$ cat src/rtl/hazard_ctrl.sv
// Decode-stage hazard controller: register scoreboard, branch-wait/flush sequencing, stall counter.
// Optional write-back bypass of the hazard check is enabled by defining HAZARD_WB_BYPASS_EN.
module hazard_ctrl (
  input  logic        clk,
  input  logic        rst,
  input  logic        id_valid,
  input  logic [3:0]  id_src1,
  input  logic [3:0]  id_src2,
  input  logic        id_use1,
  input  logic        id_use2,
  input  logic [3:0]  id_dst,
  input  logic        id_regwrite,
  input  logic        id_branch,
  input  logic        ex_br_valid,
  input  logic        ex_br_taken,
  input  logic        wb_valid,
  input  logic [3:0]  wb_dst,
  output logic        stall,
  output logic        issue,
  output logic        flush,
  output logic [15:0] pending,
  output logic [7:0]  stall_cnt
);

  // state   | meaning
  // RUN     | normal issue, stalls only on scoreboard hazards
  // BR_WAIT | branch issued, decode held until ex resolves it
  // FLUSH   | taken branch: squash fetch/decode for one cycle
  typedef enum logic [1:0] {RUN, BR_WAIT, FLUSH} state_t;

  state_t      state, state_nxt;
  logic [15:0] wb_mask;
  logic [15:0] set_mask;
  logic [15:0] pend_chk;
  logic [15:0] pending_nxt;
  logic        hazard;

  assign wb_mask = wb_valid ? (16'h0001 << wb_dst) : 16'h0000;

`ifdef HAZARD_WB_BYPASS_EN
  assign pend_chk = pending & ~wb_mask;
`else
  assign pend_chk = pending;
`endif

  // Bit 0 of pending is never set, so R0 can never raise a hazard.
  assign hazard = id_valid &&
                  ((id_use1     && pend_chk[id_src1]) ||
                   (id_use2     && pend_chk[id_src2]) ||
                   (id_regwrite && pend_chk[id_dst]));

  always_comb begin
    state_nxt = state;
    issue     = 1'b0;
    stall     = 1'b0;
    flush     = 1'b0;
    if (rst) begin
      case (state)
        RUN: begin
          issue = id_valid && !hazard;
          stall = hazard;
          if (issue && id_branch) state_nxt = BR_WAIT;
        end
        BR_WAIT: begin
          stall = id_valid;
          if (ex_br_valid) state_nxt = ex_br_taken ? FLUSH : RUN;
        end
        FLUSH: begin
          flush     = 1'b1;
          state_nxt = RUN;
        end
        default: state_nxt = RUN;
      endcase
    end
  end

  assign set_mask    = (issue && id_regwrite && (id_dst != 4'd0)) ? (16'h0001 << id_dst) : 16'h0000;
  assign pending_nxt = ((pending & ~wb_mask) | set_mask) & 16'hFFFE;

  always_ff @(posedge clk) begin
    if (!rst) begin
      state     <= RUN;
      pending   <= 16'h0000;
      stall_cnt <= 8'h00;
    end else begin
      state   <= state_nxt;
      pending <= pending_nxt;
      if (stall && (stall_cnt != 8'hFF)) stall_cnt <= stall_cnt + 8'd1;
    end
  end

endmodule

$ cat config.mk
export PLATFORM = sky130hd
export DESIGN_NAME = hazard_ctrl
export DESIGN_NICKNAME = d
export VERILOG_FILES = /design/src/rtl/hazard_ctrl.sv
export SDC_FILE = /design/constraint.sdc
export NUM_CORES = 1
export LEC_CHECK = 0
export ABC_AREA = 1
export BUFFER_PORTS_ARGS = -buffer_cell sky130_fd_sc_hd__buf_4
export CORE_UTILIZATION = 55
export CTS_CLUSTER_SIZE = 28
export DETAILED_ROUTE_END_ITERATION = 8
export GPL_TIMING_DRIVEN = 0
export PLACE_DENSITY = 0.84
export SYNTH_ARGS = -nofsm -noshare
export SYNTH_HDL_FRONTEND = slang
export SYNTH_SLANG_ARGS = --single-unit
export TNS_END_PERCENT = 10
$ cat constraint.sdc
create_clock -name clk -period 3.9 [get_ports clk]
set_input_delay 0.195 -clock clk [delete_from_list [all_inputs] [get_ports clk]]
set_output_delay 0.195 -clock clk [all_outputs]
set_load 0.02 [all_outputs]
==> results.md <==
* Post-synth EDFFs at 0
* Iter 0 DRT Violations at 185
* Crit Reg-Reg Startpoint: stall_cnt[1]$_SDFFE_PN0P_
* Reg2reg end: stall_cnt[3]$_SDFFE_PN0P_
* Yosys Warn Count at 0
* Fin. Hold Viols at 0
* Place WS at 2.07 ns
* DRC Markers at 0
* Min Hold Slack at 0.108 ns
* Gr usage total at 30.3%
* Seq cells post-synth at 25
* Starting Density at 59.4%
* Clock transition at path regs at 0.13 ns
* Endpoint class of the critical path: output port
* Final HPWL DP at 4130 microns
* Detail Route Antenna Nets at 0
* Max Cap Viol at 0
* Ratio of cells with drive above 1 in the final layout at 18.6%
* Final wirelength at 5220 microns
* Most frequent cell after synthesis: nand2_1
* Max IR drop VDD at 0.236 mV
* Area of the die at 3650 sq um
* Synth top area cells: dfxtp_1, nand2_1, nand3_1
* Vias at 2,245
* Vias in the first global route at 1,915
* Unique masters post-synth at 28
* CTS tree: yes
* Post-CTS setup buffer count at 0
* Hold path endpoint: state[1]$_SDFFE_PN0P_
* Diodes inserted at 0
* DR vias/cell at 5.56
* Critical-path cell list: inv_1 > o21ai_0 > nand2_1 > nand3_1 > nand3_1 > nand2_1 > nand2_2 > nand3_2 > nor2_4 > buf_6 > nor2_1 > buf_4
* Net Sw Power at 165 uW
* Slew @ Worst Pin at 0.672 ns
* Gpl congestion at 0.919
* Clock Path Buffers at 2
* Fin crit share at 55.4%
* Cell with the largest stage delay on the worst path: dfxtp_1
* Final instance area at 2320 sq um
* GRT overflow at 0
* Final core utilization at 73.5%
* Final net count at 388
* Cell-internal power at 351 uW
* First-pass GRT wire length at 8380 microns
* First-pass iteration count of the detailed router at 5
* Crit path kind: reg2out
* Power share of the clock group at 22.8%
* Skew final at 0.00215 ns
* Quantity of gates resized following cts at 0
* Switching share of power at 32.0%
* PortBufs at 48
* Syn_area_per_cell at 6.09 sq um
* Crit path buf inv count at 3
* Placed Area at 2290 sq um
* Seq/Total Area, Yosys at 26.7%
* Num ports at 53
* Root Buffer Master: clkbuf_4
* Reg-to-reg slack, setup at 2.05 ns
* Top cell type's share of synthesized area at 26.7%
* Worst Hold Class: in2reg
* Worst EP required at 3.70 ns
* Min Tclk post-route at 2.16 ns
* Commonest cells post-synth: nand2_1, nand3_1, inv_1, nor2_1, dfxtp_1
* Hold Buf Count CTS at 0
* Slew headroom at 54.9%
* Slew Limit Fails at 0
* Worst-path fanout max at 10
* Reg2reg path depth at 7
* Min-delay src: ex_br_taken
* Fin Setup TNS at 0 ns
* Post-synth ARST share at 0%
* Cell Pwr Density at 223 nW/um^2
* Main synth FF type: dfxtp_1
* Leakage at 0.00106 uW
* Critical Path Start Type: flop
* Leading area contributor after synthesis: dfxtp_1
* Core Rows at 20
* RSZ-0062 raised after global routing: false
* Cell family with most CP delay: simple AND/OR/NAND/NOR gates
* Final setup margin at 1.74 ns
* Worst stage delay on the critical path at 0.43 ns
* Syn nets at 335
* Initial antenna violation count at 0
* Hold path depth at 3
* Sequential fraction of design power at 50.8%
* WL per Instance at 12.9 microns
* Total CTS buffers at 3
* Chip Width at 60.4 microns
* Fmax at 463 MHz
* CTS H-tree depth at 1
* Die Span Y at 60.4 microns
* Post-Syn Area at 1870 sq um
* Mapped Cells at 308
* Critical path arrival at 1.97 ns
* Setup violators final at 0
* Area grow syn2layout at 23.6%
* Gate power share at 26.4%
* Worst skew pair latency at 0.32 ns
* Sinks on Clock Net at 25
* Largest net degree at the start of global routing at 14
* Status: finished, final reports clean
* Core area at 3150 sq um
[layout by cell type (no fill, tap or decap), drive strengths merged, types with 2 or more instances in the layout]
master,instances
a21oi,24
nand3,40
nand4,22
inv,36
xor2,4
o21ai,18
o211ai,2
buf,58
nand3b,2
clkbuf,7
nor2,27
nand2,79
dfxtp,25
nor3,10
[tightest hold or removal path: stages]
cell and delay (ns):
buf_4 0.11, nand3_1 0.07, a21oi_1 0.03
[state kept, by name, indices dropped and copies added, names as in the netlist]
name and flops:
pending 15, stall_cnt 8, state 2
[metal layers]
metal / share of wire (%) / global-route usage, % / up-vias
li1: - / - / 1127
met1: 41 / 40.2 / 985
met2: 47 / 50.1 / 117
met3: 9.7 / 4.48 / 16
met4: 2.2 / 11.0 / 0
met5: 0 / 0 / -
[cells by family after synthesis]
logic type,count (synthesis),share of synthesized area (%)
AOI/OAI and AO/OA,46,12.8
xor gates and xnor gates,5,2.34
adders and majority gates,1,0.667
and+or+nand+nor,180,44.5
buffers and inverters,50,12.8
other,1,0.200
DFF,25,26.7
[layout make-up]
cell class	count	area, sq um
clock buffers	4	26.3
fillers	284	837
well taps	44	55.1
plain buffers	13	101
inverters	37	139
flip-flops and latches	25	500
multi-input cells	233	1130
repair buffers	48	360
[how the worst max path moves through the flow]
stage                                 from    end  slack, ns  cells after the start
floorplan            pending[5]$_SDFF_PN0_  stall       2.17                     11
global placement                 id_dst[0]  stall       2.09                     14
detailed placement               id_dst[1]  stall       2.07                     13
CTS                  pending[4]$_SDFF_PN0_  stall       1.74                     12
global route        pending[12]$_SDFF_PN0_  stall       1.60                     12
finish               pending[4]$_SDFF_PN0_  stall       1.74                     12
[power groups by stage]
stage / Combinational [uW] / Clock, uW / Sequential, uW
after floorplan: 84.1 / 0 / 270
after global placement: 133 / 0 / 268
after detailed placement: 135 / 0 / 268
after CTS: 135 / 123 / 262
after global routing: 151 / 131 / 263
final: 136 / 118 / 262
[through the flow]
| step | total power, uW | instances |
|---|---|---|
| floorplan | 354 | 308 |
| global placement | 401 | 400 |
| detailed placement | 403 | 400 |
| CTS | 520 | 404 |
| global route | 545 | 404 |
| finish | 517 | 404 |
Power figures use the tool's default switching activity.
